**src/rtl/jtkicker_romsrv.sv**
```systemverilog
// Video ROM line server: one cached 32-bit line per client (scroll/object), misses fetched as two 16-bit beats.
// Define JTKICKER_ROMSRV_TIMEOUT_EN to abort and retry requests that are not acked within TOUT cycles.
module jtkicker_romsrv #(
  parameter logic [21:0] SCR_OFFSET = 22'h0,
  parameter logic [21:0] OBJ_OFFSET = 22'h4000,
  parameter logic [7:0]  TOUT       = 8'd255
) (
  input  logic        clk,
  input  logic        rst,
  input  logic [12:0] scr_addr,
  output logic [31:0] scr_data,
  output logic        scr_ok,
  input  logic [12:0] obj_addr,
  output logic [31:0] obj_data,
  output logic        obj_ok,
  output logic        mem_req,
  output logic [21:0] mem_addr,
  input  logic        mem_ack,
  input  logic        mem_rdy,
  input  logic [15:0] mem_data,
  output logic        tout_err
);

  localparam int unsigned AW  = 13;
  localparam int unsigned DW  = 32;
  localparam int unsigned MAW = 22;
  localparam int unsigned CW  = 8;

`ifdef JTKICKER_ROMSRV_TIMEOUT_EN
  localparam bit TOUT_EN = 1'b1;
`else
  localparam bit TOUT_EN = 1'b0;
`endif

  typedef enum logic [1:0] {IDLE, WACK, BEAT0, BEAT1} state_t;

  state_t          r_state, w_state_nxt;
  logic [AW-1:0]   r_scr_tag, w_scr_tag_nxt, r_obj_tag, w_obj_tag_nxt;
  logic            r_scr_valid, w_scr_valid_nxt, r_obj_valid, w_obj_valid_nxt;
  logic [DW-1:0]   r_scr_data, w_scr_data_nxt, r_obj_data, w_obj_data_nxt;
  logic [AW-1:0]   r_pend_addr, w_pend_addr_nxt;
  logic            r_pend_obj, w_pend_obj_nxt;
  logic            r_prio_obj, w_prio_obj_nxt;
  logic            r_mem_req, w_mem_req_nxt;
  logic [MAW-1:0]  r_mem_addr, w_mem_addr_nxt;
  logic [CW-1:0]   r_tcnt, w_tcnt_nxt;
  logic            r_tout_err, w_tout_err_nxt;

  logic            w_scr_miss, w_obj_miss, w_sel_obj;
  logic [MAW-1:0]  w_scr_maddr, w_obj_maddr;
  logic [CW-1:0]   w_tcnt_inc;

  assign scr_ok   = r_scr_valid & (scr_addr == r_scr_tag);
  assign obj_ok   = r_obj_valid & (obj_addr == r_obj_tag);
  assign scr_data = r_scr_data;
  assign obj_data = r_obj_data;
  assign mem_req  = r_mem_req;
  assign mem_addr = r_mem_addr;
  assign tout_err = r_tout_err;

  assign w_scr_miss  = ~scr_ok;
  assign w_obj_miss  = ~obj_ok;
  // r_prio_obj names the client that wins the next simultaneous miss
  assign w_sel_obj   = w_obj_miss & (~w_scr_miss | r_prio_obj);
  assign w_scr_maddr = SCR_OFFSET + MAW'({scr_addr, 1'b0});
  assign w_obj_maddr = OBJ_OFFSET + MAW'({obj_addr, 1'b0});
  assign w_tcnt_inc  = r_tcnt + CW'(1);

  // Next-state and line/port updates
  always_comb begin
    w_state_nxt     = r_state;
    w_scr_tag_nxt   = r_scr_tag;
    w_obj_tag_nxt   = r_obj_tag;
    w_scr_valid_nxt = r_scr_valid;
    w_obj_valid_nxt = r_obj_valid;
    w_scr_data_nxt  = r_scr_data;
    w_obj_data_nxt  = r_obj_data;
    w_pend_addr_nxt = r_pend_addr;
    w_pend_obj_nxt  = r_pend_obj;
    w_prio_obj_nxt  = r_prio_obj;
    w_mem_req_nxt   = r_mem_req;
    w_mem_addr_nxt  = r_mem_addr;
    w_tcnt_nxt      = r_tcnt;
    w_tout_err_nxt  = r_tout_err;
    case (r_state)
      IDLE: begin
        if (w_scr_miss | w_obj_miss) begin
          if (w_scr_miss & w_obj_miss) w_prio_obj_nxt = ~w_sel_obj;
          w_pend_obj_nxt  = w_sel_obj;
          w_pend_addr_nxt = w_sel_obj ? obj_addr : scr_addr;
          w_mem_addr_nxt  = w_sel_obj ? w_obj_maddr : w_scr_maddr;
          w_mem_req_nxt   = 1'b1;
          if (w_sel_obj) w_obj_valid_nxt = 1'b0;
          else           w_scr_valid_nxt = 1'b0;
          w_tcnt_nxt      = '0;
          w_state_nxt     = WACK;
        end
      end
      WACK: begin
        if (mem_ack) begin
          w_mem_req_nxt = 1'b0;
          w_state_nxt   = BEAT0;
        end else begin
          w_tcnt_nxt = w_tcnt_inc;
          // abandoned request leaves the line invalid, so IDLE reissues it
          if (TOUT_EN && (w_tcnt_inc == TOUT)) begin
            w_mem_req_nxt  = 1'b0;
            w_tout_err_nxt = 1'b1;
            w_state_nxt    = IDLE;
          end
        end
      end
      BEAT0: begin
        if (mem_rdy) begin
          if (r_pend_obj) w_obj_data_nxt = {r_obj_data[31:16], mem_data};
          else            w_scr_data_nxt = {r_scr_data[31:16], mem_data};
          w_state_nxt = BEAT1;
        end
      end
      BEAT1: begin
        if (mem_rdy) begin
          if (r_pend_obj) begin
            w_obj_data_nxt  = {mem_data, r_obj_data[15:0]};
            w_obj_tag_nxt   = r_pend_addr;
            w_obj_valid_nxt = 1'b1;
          end else begin
            w_scr_data_nxt  = {mem_data, r_scr_data[15:0]};
            w_scr_tag_nxt   = r_pend_addr;
            w_scr_valid_nxt = 1'b1;
          end
          w_state_nxt = IDLE;
        end
      end
      default: w_state_nxt = IDLE;
    endcase
  end

  always_ff @(posedge clk or posedge rst) begin
    if (rst) begin
      r_state     <= IDLE;
      r_scr_tag   <= '0;
      r_obj_tag   <= '0;
      r_scr_valid <= 1'b0;
      r_obj_valid <= 1'b0;
      r_scr_data  <= '0;
      r_obj_data  <= '0;
      r_pend_addr <= '0;
      r_pend_obj  <= 1'b0;
      r_prio_obj  <= 1'b0;
      r_mem_req   <= 1'b0;
      r_mem_addr  <= '0;
      r_tcnt      <= '0;
      r_tout_err  <= 1'b0;
    end else begin
      r_state     <= w_state_nxt;
      r_scr_tag   <= w_scr_tag_nxt;
      r_obj_tag   <= w_obj_tag_nxt;
      r_scr_valid <= w_scr_valid_nxt;
      r_obj_valid <= w_obj_valid_nxt;
      r_scr_data  <= w_scr_data_nxt;
      r_obj_data  <= w_obj_data_nxt;
      r_pend_addr <= w_pend_addr_nxt;
      r_pend_obj  <= w_pend_obj_nxt;
      r_prio_obj  <= w_prio_obj_nxt;
      r_mem_req   <= w_mem_req_nxt;
      r_mem_addr  <= w_mem_addr_nxt;
      r_tcnt      <= w_tcnt_nxt;
      r_tout_err  <= w_tout_err_nxt;
    end
  end

endmodule

```
**config.mk**
```make
export PLATFORM = sky130hd
export DESIGN_NAME = jtkicker_romsrv
export DESIGN_NICKNAME = d
export VERILOG_FILES = /design/src/rtl/jtkicker_romsrv.sv
export SDC_FILE = /design/constraint.sdc
export NUM_CORES = 1
export LEC_CHECK = 0
export ABC_CLOCK_PERIOD_IN_PS = 9400
export CAP_MARGIN = 5
export CORE_ASPECT_RATIO = 0.6
export CORE_MARGIN = 2
export CORE_UTILIZATION = 51
export DETAILED_ROUTE_END_ITERATION = 10
export GPL_TIMING_DRIVEN = 0
export HOLD_SLACK_MARGIN = 0.12
export PLACE_DENSITY = 0.95
export SLEW_MARGIN = 20
export SYNTH_ARGS = -nofsm -noshare
export SYNTH_HDL_FRONTEND = slang
export SYNTH_SLANG_ARGS = --single-unit
```
**constraint.sdc**
```tcl
create_clock -name clk -period 9.4 [get_ports clk]
set_input_delay 1.88 -clock clk [delete_from_list [all_inputs] [get_ports clk]]
set_output_delay 1.88 -clock clk [all_outputs]
set_load 0.01 [all_outputs]
```
==> impl_metrics.sql <==
INSERT INTO impl_metrics (metric_group, metric, value, unit) VALUES
('global_route', 'antenna_found_initial', '0', ''),
('outcome', 'status', 'completed', ''),
('critical_path', 'setup.worst_path.start_class', 'primary input', ''),
('global_route', 'met2_usage', '41.7', '%'),
('floorplan', 'core_area', '9120', 'sq um'),
('finish', 'antenna_cells_inserted', '0', ''),
('critical_path', 'crit_path_end_kind', 'output port', ''),
('timing', 'final_hold_viol_count', '0', ''),
('synthesis', 'synth_seq_cells', '110', ''),
('critical_path', 'crit_path_top_delay_cell', 'sky130_fd_sc_hd__clkdlybuf4s50_1', ''),
('power_and_ir_drop', 'static-leakage-power', '2.80', 'nW'),
('placed_design', 'routabilityCongestion', '0.919', ''),
('floorplan', 'placement_rows', '27', ''),
('finish', 'drive_gt1_share', '17.4', '%'),
('routing', 'detail_route.wl_per_cell', '19.7', 'microns'),
('clock_network', 'worst_skew_pair.late_latency', '0.34', 'ns'),
('global_route', 'met1_usage', '35.0', '%'),
('clock_network', 'cts_inserted_buffers', '9', ''),
('timing', 'fin_setup_tns', '0', 'ns'),
('clock_network', 'cts_resized', '0', ''),
('global_route', 'globalRoute.totalOverflow', '0', ''),
('synthesis', 'synth_area', '4760', 'sq um'),
('synthesis', 'synth-warning-count', '0', ''),
('placed_design', 'hpwlAfterDp', '9710', 'microns'),
('routing', 'drt-vias-per-instance', '5.46', ''),
('critical_path', 'max_stage_delay', '0.63', 'ns'),
('critical_path', 'critical_path.top_delay_family', 'buffers and inverters', ''),
('clock_network', 'cts_tree', 'done', ''),
('synthesis', 'synth_async_sr_flop_share', '100', '%'),
('critical_path', 'timing.critical_path.cells', 'clkdlybuf4s50_1 -> xnor2_1 -> nand4_1 -> nor4_4 -> clkdlybuf4s50_1', ''),
('run', 'cap_viol_max_count', '0', ''),
('clock_network', 'clk_root_buffer_cell', 'sky130_fd_sc_hd__clkbuf_16', ''),
('critical_path', 'critical_path_class', 'in2out', ''),
('clock_network', 'holdBufCountCts', '0', ''),
('synthesis', 'synthesis.instances', '389', ''),
('timing', 'setup_viol_count_final', '0', ''),
('timing', 'grt_setup_unrepaired', 'false', ''),
('timing', 'report.final.slew_viol_count', '0', ''),
('synthesis', 'post-synth-top-count-cell', 'sky130_fd_sc_hd__dfrtp_1', ''),
('synthesis', 'netlist.area_leader.share', '57.8', '%'),
('synthesis', 'synth_area_leader_cell', 'sky130_fd_sc_hd__dfrtp_1', ''),
('timing', 'fmax', '169', 'MHz'),
('floorplan', 'initial_core_util', '52.2', '%'),
('global_route', 'grt_start_max_net_pins', '79', ''),
('timing', 'slew-limit-headroom', '51.9', '%'),
('routing', 'remaining_drc_errors', '0', ''),
('floorplan', 'boundaryPins', '136', ''),
('clock_network', 'cts_htree_levels', '3', ''),
('synthesis', 'synth.avg_cell_area', '12.2', 'sq um'),
('min_path', 'min-delay-path-class', 'reg2reg', ''),
('finish', 'finish.net_count', '585', ''),
('global_route', 'grt_pass1_wl', '20100', 'microns'),
('floorplan', 'design.die.area', '10100', 'sq um'),
('routing', 'route.antenna.remaining_nets', '0', ''),
('synthesis', 'synth.cells.most_frequent', 'sky130_fd_sc_hd__dfrtp_1 (110), sky130_fd_sc_hd__mux2_2 (58), sky130_fd_sc_hd__nand2_1 (36)', ''),
('critical_path', 'timing.critical_path.fanout_max', '7', ''),
('power_and_ir_drop', 'report.power.total', '0.00226', 'W'),
('power_and_ir_drop', 'power_density', '345', 'nW/um^2'),
('clock_network', 'clock-sinks', '110', ''),
('clock_network', 'cts.path.max_buffers', '2', ''),
('global_route', 'busiest_layer', 'met2', ''),
('critical_path', 'critPathRequiredTime', '7.52', 'ns'),
('finish', 'fillers', '618', ''),
('critical_path', 'critical_path_arrival', '4.02', 'ns'),
('finish', 'final_core_utilization', '71.7', '%'),
('finish', 'area_added_between_synthesis_and_finish', '37.4', '%'),
('critical_path', 'most_repeated_library_cell_on_the_critical_path', 'sky130_fd_sc_hd__clkdlybuf4s50_1', ''),
('global_route', 'grt_use_total', '26.3', '%'),
('timing', 'final_min_period_over_clock_period', '62.8', '%'),
('clock_network', 'cts.clk_slew.worst_paths', '0.07', 'ns'),
('routing', 'detail_route.iter0.violations', '217', '');
==> final cells by class <==
type	count	area [sq um]	share of cell area, %
flip-flops and latches	110	2750	42.1
multi-input cells	254	1850	28.3
repair buffers	127	1290	19.7
clock buffers	11	253	3.87
plain buffers	27	164	2.51
well taps	116	145	2.22
clock inverters	5	57.6	0.880
inverters	6	27.5	0.421
==> worst reg2reg max path, cell delays in order (launching register included) <==
cell and delay (ns):
sky130_fd_sc_hd__dfrtp_1 0.41, sky130_fd_sc_hd__ha_1 0.27, sky130_fd_sc_hd__nand3_1 0.31, sky130_fd_sc_hd__or2_2 0.18, sky130_fd_sc_hd__clkbuf_1 0.36, sky130_fd_sc_hd__buf_1 0.50
sky130_fd_sc_hd__mux2_2 0.41
==> state kept, by name (all words and copies together), names as in the netlist, 2 cells and up <==
register,cells
scr_data,32
r_pend_addr,12
r_scr_tag,13
obj_data,32
r_state,2
r_obj_tag,13
mem_addr,2
==> cells in the final DEF (no fill, tap or decap), drive strengths merged, types with 4 or more instances in the layout <==
master / count
xnor2: 27
a21oi: 15
buf: 15
clkbuf: 24
inv: 6
dfrtp: 110
conb: 9
clkdlybuf4s50: 126
mux2: 58
ha: 4
nand2: 36
mux2i: 13
nand3: 5
nand4: 6
nor2: 16
o21ai: 33
nand2b: 17
==> report_power, final <==
| part | switching [W] | internal [W] | total, W |
|---|---|---|---|
| registers | 0.000156 | 0.000701 | 0.000857 |
| clock network | 0.000166 | 0.000221 | 0.000387 |
| logic | 0.000459 | 0.000554 | 0.00101 |
==> kinds of logic after synthesis <==
logic type | Yosys count | synth area share [%]
xor+xnor | 27 | 4.97
other cells | 1 | 0.0788
buf+inv | 33 | 3.92
flops | 110 | 57.8
mux | 71 | 16.5
compound gates | 56 | 6.49
fa+ha+maj | 4 | 1.05
simple gates | 87 | 9.20
==> routing by layer <==
layer | wire length, microns | part of all wire, % | up-vias
met1 | 5560 | 43 | 1802
met5 | 0 | 0 | -
li1 | - | - | 1617
met2 | 6190 | 48 | 135
met3 | 844 | 6.5 | 29
met4 | 339 | 2.6 | 0
==> through the flow <==
| stage | cell area, sq um | hold slack (ns) | std cells | setup slack [ns] |
|---|---|---|---|---|
| detailed placement | 6230 | 0.469 | 640 | 3.53 |
| global route | 6540 | 0.518 | 656 | 3.41 |
| global placement | 6200 | 0.463 | 639 | 3.26 |
| floorplan | 4790 | 0.470 | 397 | 4.62 |
| CTS | 6540 | 0.485 | 656 | 3.51 |
| finish | 6540 | 0.485 | 656 | 3.50 |
==> path summary, 6_finish.rpt <==
path	endpoint	slack, ns	from	depth (start not counted)
worst max-delay path	obj_ok	3.50	obj_addr[2]	5
worst min-delay path	obj_data[11]	0.49	obj_data[11]	2
worst max register to register	obj_data[21]	6.85	r_state[0]	6
worst min register to register	obj_data[11]	0.49	obj_data[11]	2
max in group asynchronous	r_obj_tag[11]	6.83	rst	3
min in group asynchronous	scr_data[25]	1.89	rst	2
(Power assumes the default switching activity.)
